===== src/rtl/fc_stream_feeder_if.sv =====
// Memory read port and output stream of the FC operand feeder.
// master = feeder side, slave = memory / FC core side.
interface fc_stream_feeder_if #(
  parameter int ADDR_W = 16,
  parameter int DATA_W = 16
) ();
  logic              mem_en;
  logic [ADDR_W-1:0] mem_addr;
  logic [DATA_W-1:0] mem_rdata;
  logic              dout_valid;
  logic              dout_ready;
  logic [DATA_W-1:0] dout_data;

  modport master (
    output mem_en, mem_addr, dout_valid, dout_data,
    input  mem_rdata, dout_ready
  );

  modport slave (
    input  mem_en, mem_addr, dout_valid, dout_data,
    output mem_rdata, dout_ready
  );
endinterface


===== src/rtl/fc_stream_feeder.sv =====
// FC operand feeder: streams cin inputs, cin*cout weights and optional cout
// biases from a 1-cycle-latency memory through a 2-entry FIFO, with an idle
// cycle between phases.
module fc_stream_feeder #(
  parameter int ADDR_W = 16,
  parameter int DATA_W = 16
) (
  input  logic               clk,
  input  logic               rst,
  input  logic               start,
  input  logic [10:0]        cin,
  input  logic [10:0]        cout,
  input  logic               has_bias,
  input  logic [ADDR_W-1:0]  in_base,
  input  logic [ADDR_W-1:0]  w_base,
  input  logic [ADDR_W-1:0]  b_base,
  fc_stream_feeder_if.master bus,
  output logic               busy,
  output logic               done
);

  typedef enum logic [2:0] {
    S_IDLE, S_IN, S_GAP1, S_W, S_GAP2, S_B, S_FIN
  } state_e;

  state_e state_q, state_d;

  logic [10:0]       cin_q, cin_d;
  logic [10:0]       cout_q, cout_d;
  logic              has_bias_q, has_bias_d;
  logic [ADDR_W-1:0] w_base_q, w_base_d;
  logic [ADDR_W-1:0] b_base_q, b_base_d;
  logic [ADDR_W-1:0] addr_q, addr_d;
  logic [21:0]       total_q, total_d;
  logic [21:0]       cnt_q, cnt_d;
  logic              inflight_q, inflight_d;
  logic [DATA_W-1:0] fifo_q [2];
  logic [DATA_W-1:0] fifo_d [2];
  logic              rd_ptr_q, rd_ptr_d;
  logic              wr_ptr_q, wr_ptr_d;
  logic [1:0]        count_q, count_d;

  logic        in_phase;
  logic        left;
  logic        pop;
  logic        issue;
  logic        drained;
  logic [21:0] phase_len;
  logic [2:0]  occ;

  // Read-issue decision; drained looks through this cycle's pop so the
  // phase ends right after its last transfer.
  always_comb begin
    phase_len = '0;
    in_phase  = (state_q == S_IN) || (state_q == S_W) || (state_q == S_B);
    case (state_q)
      S_IN:    phase_len = {11'd0, cin_q};
      S_W:     phase_len = total_q;
      S_B:     phase_len = {11'd0, cout_q};
      default: phase_len = '0;
    endcase
    left    = in_phase && (cnt_q != phase_len);
    pop     = (count_q != 2'd0) && bus.dout_ready;
    occ     = 3'(count_q) + 3'(inflight_q) - 3'(pop);
    issue   = left && (occ < 3'd2);
    drained = in_phase && !left && (occ == 3'd0);
  end

  // State register
  always_ff @(posedge clk) begin
    if (rst) state_q <= S_IDLE;
    else     state_q <= state_d;
  end

  // Next-state sequencing through the three phases
  always_comb begin
    state_d = state_q;
    case (state_q)
      S_IDLE:  if (start) state_d = (cin == '0 || cout == '0) ? S_FIN : S_IN;
      S_IN:    if (drained) state_d = S_GAP1;
      S_GAP1:  state_d = S_W;
      S_W:     if (drained) state_d = has_bias_q ? S_GAP2 : S_FIN;
      S_GAP2:  state_d = S_B;
      S_B:     if (drained) state_d = S_FIN;
      S_FIN:   state_d = S_IDLE;
      default: state_d = S_IDLE;
    endcase
  end

  // Config latch, address/element counters and FIFO bookkeeping
  always_comb begin
    cin_d      = cin_q;
    cout_d     = cout_q;
    has_bias_d = has_bias_q;
    w_base_d   = w_base_q;
    b_base_d   = b_base_q;
    total_d    = total_q;
    cnt_d      = cnt_q + 22'(issue);
    addr_d     = addr_q + ADDR_W'(issue);
    if (state_q == S_IDLE && start) begin
      cin_d      = cin;
      cout_d     = cout;
      has_bias_d = has_bias;
      w_base_d   = w_base;
      b_base_d   = b_base;
      total_d    = 22'(cin) * 22'(cout);
      addr_d     = in_base;
      cnt_d      = '0;
    end
    if (state_q == S_GAP1) begin
      addr_d = w_base_q;
      cnt_d  = '0;
    end
    if (state_q == S_GAP2) begin
      addr_d = b_base_q;
      cnt_d  = '0;
    end
    inflight_d = issue;
    fifo_d     = fifo_q;
    wr_ptr_d   = wr_ptr_q;
    rd_ptr_d   = rd_ptr_q;
    if (inflight_q) begin
      fifo_d[wr_ptr_q] = bus.mem_rdata;
      wr_ptr_d         = ~wr_ptr_q;
    end
    if (pop) rd_ptr_d = ~rd_ptr_q;
    count_d = count_q + 2'(inflight_q) - 2'(pop);
  end

  // Datapath registers
  always_ff @(posedge clk) begin
    if (rst) begin
      cin_q      <= '0;
      cout_q     <= '0;
      has_bias_q <= 1'b0;
      w_base_q   <= '0;
      b_base_q   <= '0;
      addr_q     <= '0;
      total_q    <= '0;
      cnt_q      <= '0;
      inflight_q <= 1'b0;
      fifo_q     <= '{default: '0};
      rd_ptr_q   <= 1'b0;
      wr_ptr_q   <= 1'b0;
      count_q    <= '0;
    end else begin
      cin_q      <= cin_d;
      cout_q     <= cout_d;
      has_bias_q <= has_bias_d;
      w_base_q   <= w_base_d;
      b_base_q   <= b_base_d;
      addr_q     <= addr_d;
      total_q    <= total_d;
      cnt_q      <= cnt_d;
      inflight_q <= inflight_d;
      fifo_q     <= fifo_d;
      rd_ptr_q   <= rd_ptr_d;
      wr_ptr_q   <= wr_ptr_d;
      count_q    <= count_d;
    end
  end

  // Outputs
  always_comb begin
    bus.mem_en     = issue;
    bus.mem_addr   = addr_q;
    bus.dout_valid = (count_q != 2'd0);
    bus.dout_data  = fifo_q[rd_ptr_q];
    busy           = (state_q != S_IDLE);
    done           = (state_q == S_FIN);
  end

endmodule


===== src/flat_wrapper.sv =====
// flat-port wrapper written by rule: the top's interface ports become plain ports
module fc_stream_feeder_flat 
#(
  parameter int ADDR_W = 16,
  parameter int DATA_W = 16
)
  (clk, rst, start, cin, cout, has_bias, in_base, w_base, b_base, busy, done, bus_mem_en, bus_mem_addr, bus_dout_valid, bus_dout_data, bus_mem_rdata, bus_dout_ready);
  fc_stream_feeder_if #(.ADDR_W(ADDR_W), .DATA_W(DATA_W)) bus_i ();
  input  logic clk;
  input  logic rst;
  input  logic start;
  input  logic [10:0] cin;
  input  logic [10:0] cout;
  input  logic has_bias;
  input  logic [ADDR_W-1:0] in_base;
  input  logic [ADDR_W-1:0] w_base;
  input  logic [ADDR_W-1:0] b_base;
  output logic busy;
  output logic done;
  output wire logic [$bits(bus_i.mem_en)-1:0] bus_mem_en;
  output wire logic [$bits(bus_i.mem_addr)-1:0] bus_mem_addr;
  output wire logic [$bits(bus_i.dout_valid)-1:0] bus_dout_valid;
  output wire logic [$bits(bus_i.dout_data)-1:0] bus_dout_data;
  input wire logic [$bits(bus_i.mem_rdata)-1:0] bus_mem_rdata;
  input wire logic [$bits(bus_i.dout_ready)-1:0] bus_dout_ready;
  assign bus_mem_en = bus_i.mem_en;
  assign bus_mem_addr = bus_i.mem_addr;
  assign bus_dout_valid = bus_i.dout_valid;
  assign bus_dout_data = bus_i.dout_data;
  assign bus_i.mem_rdata = bus_mem_rdata;
  assign bus_i.dout_ready = bus_dout_ready;
  fc_stream_feeder #(.ADDR_W(ADDR_W), .DATA_W(DATA_W)) u_core (.clk(clk), .rst(rst), .start(start), .cin(cin), .cout(cout), .has_bias(has_bias), .in_base(in_base), .w_base(w_base), .b_base(b_base), .bus(bus_i), .busy(busy), .done(done));
endmodule

===== config.mk =====
export PLATFORM = sky130hd
export DESIGN_NAME = fc_stream_feeder_flat
export DESIGN_NICKNAME = d
export VERILOG_FILES = /design/src/rtl/fc_stream_feeder_if.sv /design/src/rtl/fc_stream_feeder.sv /design/src/flat_wrapper.sv
export SDC_FILE = /design/constraint.sdc
export NUM_CORES = 1
export LEC_CHECK = 0
export BUFFER_PORTS_ARGS = -buffer_cell sky130_fd_sc_hd__clkbuf_2
export CAP_MARGIN = 20
export CORE_AREA = 4 4 198 200
export DETAILED_ROUTE_END_ITERATION = 10
export DIE_AREA = 0 0 202 204
export GPL_TIMING_DRIVEN = 0
export PLACE_DENSITY = 0.56
export SYNTH_ARGS = -nofsm -noshare
export SYNTH_HDL_FRONTEND = slang
export SYNTH_SLANG_ARGS = --single-unit

===== constraint.sdc =====
create_clock -name clk -period 16.2 [get_ports clk]
set_input_delay 0.81 -clock clk [delete_from_list [all_inputs] [get_ports clk]]
set_output_delay 0.81 -clock clk [all_outputs]
set_load 0.05 [all_outputs]

Word-level counts from Yosys, hierarchy flattened
Cells that the tools add are included.
Widths: inputs -> output; s select.

operators by class
  add/subtract/negate cells = 6
  multipliers = 1
  $lt $le $gt $ge = 4
  equal/unequal tests = 11
  multiplexer cells = 17
  bitwise logic cells = 4
  reduce and logical (&&, ||, !) cells = 19

operators with widths
  kind                count
  $mux 16             7
  $pmux 22 s3         1
  $bwmux 32           1
  $add 22x1->22       1
  $logic_not 11->1    2
  $mul 11x11->22      1
  $ne 22x22->1        1
  $pmux 3 s6          1
  $add 16x1->16       1
  $demux 16 s1        1
  $mux 3              5
  $eq 3x3->1 const B  3
  $logic_and 1x1->1   7
  $eq 3x2->1 const B  2
  $logic_not 3->1     2
  $ne 2x1->1 const B  3
  $ge 2x2->1 const B  2
  $not 1->2           2
  $reduce_and 4->1    1
  $reduce_or 4->1     1
  $add 2x1->3         1
  $eq 3x1->1 const B  1
  $logic_or 1x1->1    3
  $lt 3x2->1 const B  1
  other kinds (10)    11

storage, ports and cells
  input bits = 91
  word-level logic and storage cells = 77
  flip-flop bits (word level) = 155

Logic depth before layout (Yosys ltp)
  depth in word-level cells = 9
  gate-level depth with buffers = 21
  gate-level depth less buffers = 20

Worst setup path before layout
No wires, ideal clock.

  path kind = input to register
  start = in cout[4]
  end = reg u_core.total_q[21]
  data required time = 16.113 ns
  setup time = 0.087 ns
  stages = 19
  setup slack = 10.379 ns
  arrival time = 5.734 ns
  path through = clkbuf_1 -> nand2_1 -> fa_1 -> inv_1 -> fa_1 -> ha_1 -> fa_1 -> inv_1 -> fa_1 -> inv_1 -> ha_1 -> a21o_1 -> or3_1 -> o2111ai_1 -> a21oi_1 -> o41ai_1 -> o21ai_0 -> xnor2_1 -> o31ai_1

on the way
  cells in the longest elaborated chain, start to end = 1

RTL lines
  item                  line                     RTL
  from (decl)           flat_wrapper.sv:13       input logic [10:0] cout;
  $mul 11x11->22        fc_stream_feeder.sv:106  total_d = 22'(cin) * 22'(cout);
  to (signal assigned)  fc_stream_feeder.sv:153  total_q <= total_d;
  to (decl)             fc_stream_feeder.sv:34   logic [21:0] total_q, total_d;

Every way passes these cells.
A chain may end at the register's enable or synchronous reset.

Final worst setup path
Ends and elaborated chain as after synthesis.

==> impl_metrics.ini <==
[status]
status = completed

[hold_path]
hold_class = reg -> reg

[drt]
viasPerCell = 4.87
first_pass_iters = 5
antenna_left = 0
wl_um = 34800
drc = 0
drt-wirelength-per-cell_um = 16.9
via_count = 10000
drt_iter0_markers = 578

[logic_synthesis]
synth_top_cells_by_count = 292 x nand2_1, 155 x dfxtp_1, 121 x a21oi_1
synth_top_area_cell = dfxtp_1
yosys.area.top_type_share_pct = 27.8
synth_cell_types = 68
yosysSeqAreaShare_pct = 27.8
ys_ff_latch = 155
synth_edf_count = 0
syn_area_per_cell_um2 = 8.04
synth_area_leaders = dfxtp_1 28%, fa_1 15%, nand2_1 9.8%
synthCells = 1387
ys.warnings.count = 0
synthArstFlopShare_pct = 0
ys.flop_type = dfxtp_1
syn_area_um2 = 11100
synth_nets = 1625
yosysMostFrequentCell = nand2_1

[final_layout]
syn2layout_area_growth_pct = 16.7
fill_cells = 3971
stdcell_count = 2056
final_nets = 1770
drive_above_1_share_pct = 12.0
num_antenna_cells = 0

[global_routing]
grt_pass1_wl_um = 55400
use_met3_pct = 2.62
overflow = 0
met2_usage_pct = 28.0
grtUsageTotal_pct = 16.9
top_usage_layer = met2
grt_util_met1_pct = 22.7
grt_max_degree = 17
antenna_found_initial = 1
grt_pass1_vias = 10100

[floorplanning]
fp.coreArea_um2 = 37400
initial_core_util_pct = 29.8
top_level_ports = 127
num_rows = 71
die_x_um = 202
fp.dieArea_um2 = 41200
die_y_um = 204

[cts]
h-tree-depth = 4
ctsHoldBuffers = 0
clockBufferDepth = 2
postCtsSetupBuffers = 0
clock_latency_ns = 0.44
clk_pin_slew_ns = 0.06
clock_sinks = 155
cts_tree = yes
cts_buffers = 17
root_buffer = clkbuf_16
cts-resized-gates = 0

[sta]
tightest_slew_ns = 1.07
fin_skew_ns = 0.0218
drv_slew = 0
relSlewSlack_pct = 27.7
fin_tns_setup_ns = 0
post-route-period-util_pct = 40.5
hold_viol = 0
rsz0062_at_grt = false
setup_viol = 0
max_freq_ghz = 0.152
fin_crit_ns = 6.56

[place]
dpl.cell_count = 2024
gp_congestion = 0.930
place_hpwl_um = 27600
numPortBuffers = 126

[setup_path]
cp.arrival_ns = 6.85
r2r_start = u_core.count_q[1]$_SDFF_PP0_
cp_max_fo = 10
crit_type = in -> reg
crit_required_ns = 16.49
r2r_end = u_core.bus.mem_addr[10]$_SDFF_PP0_
r2r_slack_ns = 11.68
cp-start-kind = input pin
crit_end = u_core.total_q[21]$_SDFFE_PP0P_
reg2reg_depth = 20
critPathCaptureType = register
setup.worst_path.start = cout[4]

[power_and_ir_drop]
vdd_ir_drop_max_v = 0.0000669
leakage_nw = 5.50
power_density_nw_per_um2 = 161

[flow_run]
cap_viol_max_count = 0
## how the worst min path moves through the flow
stage	depth (start not counted)	start	slack, ns	endpoint
finish	2	u_core.fifo_q[20]$_SDFFE_PP0P_	0.45	u_core.fifo_q[20]$_SDFFE_PP0P_
global route	2	u_core.fifo_q[20]$_SDFFE_PP0P_	0.47	u_core.fifo_q[20]$_SDFFE_PP0P_
CTS	2	u_core.fifo_q[20]$_SDFFE_PP0P_	0.45	u_core.fifo_q[20]$_SDFFE_PP0P_
detailed placement	2	u_core.fifo_q[20]$_SDFFE_PP0P_	0.44	u_core.fifo_q[20]$_SDFFE_PP0P_
global placement	2	u_core.fifo_q[11]$_SDFFE_PP0P_	0.44	u_core.fifo_q[11]$_SDFFE_PP0P_
floorplan	2	u_core.total_q[6]$_SDFFE_PP0P_	0.43	u_core.total_q[6]$_SDFFE_PP0P_
## area by class of cell
class / instances / area (µm²) / area share (%)
inverter: 121 / 454 / 3.49
clock buffer: 24 / 482 / 3.70
tap: 511 / 639 / 4.91
sequential: 155 / 3100 / 23.9
timing repair buffer: 126 / 631 / 4.85
multi-input combinational: 1028 / 7260 / 55.8
clock inverter: 8 / 110 / 0.846
buffer: 83 / 325 / 2.50
## layer usage
layer	share of wire (%)	vias to the layer above	wire, µm
met5	0.040	-	14
met4	2.5	2	862
met3	3.7	44	1270
met2	47	188	16300
met1	47	4905	16300
li1	-	4868	-
## registers in the layout, indices dropped and copies added, names as in the netlist
name                 cells
u_core.total_q          22
u_core.count_q           2
u_core.cin_q            11
u_core.cnt_q            22
u_core.cout_q           11
u_core.inflight_q        1
u_core.rd_ptr_q          1
u_core.w_base_q         16
u_core.b_base_q         16
u_core.state_q           3
u_core.wr_ptr_q          1
u_core.bus.mem_addr     16
u_core.has_bias_q        1
u_core.fifo_q           32
## power breakdown
part           internal, mW  total (mW)  switching, mW
combinational         0.428        1.17          0.741
sequential            0.458       0.522         0.0641
clock                 0.241       0.403          0.163
total                  1.13        2.09          0.968
## cells in the final DEF (no fill, tap or decap), drive strengths merged, types with 24 or more instances in the layout
cell | netlist | routed
clkbuf | 72 | 222
xnor2 | 24 | 24
o21ai | 25 | 25
a211oi | 31 | 31
nand2 | 292 | 292
and2 | 70 | 70
dfxtp | 155 | 155
inv | 120 | 121
ha | 66 | 66
nor2 | 84 | 84
a21oi | 121 | 121
nor3 | 24 | 24
fa | 81 | 81
## logic make-up (layout without fill, tap and decap cells)
kind of cell,Yosys count,count (layout),share of synthesized area (%)
DFF,155,155,27.8
buffers and inverters,204,362,6.99
muxes,30,30,2.88
xor gates and xnor gates,47,47,3.69
adders and majority gates,147,147,22.0
AOI/OAI and AO/OA,247,247,13.9
and+or+nand+nor,557,557,22.8
## worst max-delay path, stage by stage
cell	delay [ns]
clkbuf_2	0.15
clkbuf_1	0.60
nand2_1	0.17
fa_1	0.57
inv_1	0.05
fa_1	0.45
ha_1	0.33
fa_1	0.53
inv_1	0.05
fa_1	0.52
inv_1	0.04
ha_1	0.34
a21o_1	0.23
or3_1	0.33
o2111ai_1	0.29
a21oi_1	0.16
o41ai_1	0.57
o21ai_0	0.23
xnor2_1	0.30
o31ai_1	0.09
## stage by stage
step           hold WS [ns]  worst slack, ns  util (%)  instance area, µm²  power (mW)
2_1_floorplan         0.432            10.38         -               11100        1.38
3_3_place_gp          0.438             9.20      33.2               12400        1.68
3_5_place_dp          0.444             9.21      33.2               12400        1.69
4_1_cts               0.453             9.64      34.8               13000        2.10
5_1_grt               0.468             9.33      34.8               13000        2.27
6_report              0.450             9.64      34.8               13000        2.09
(Power assumes the default switching activity.)
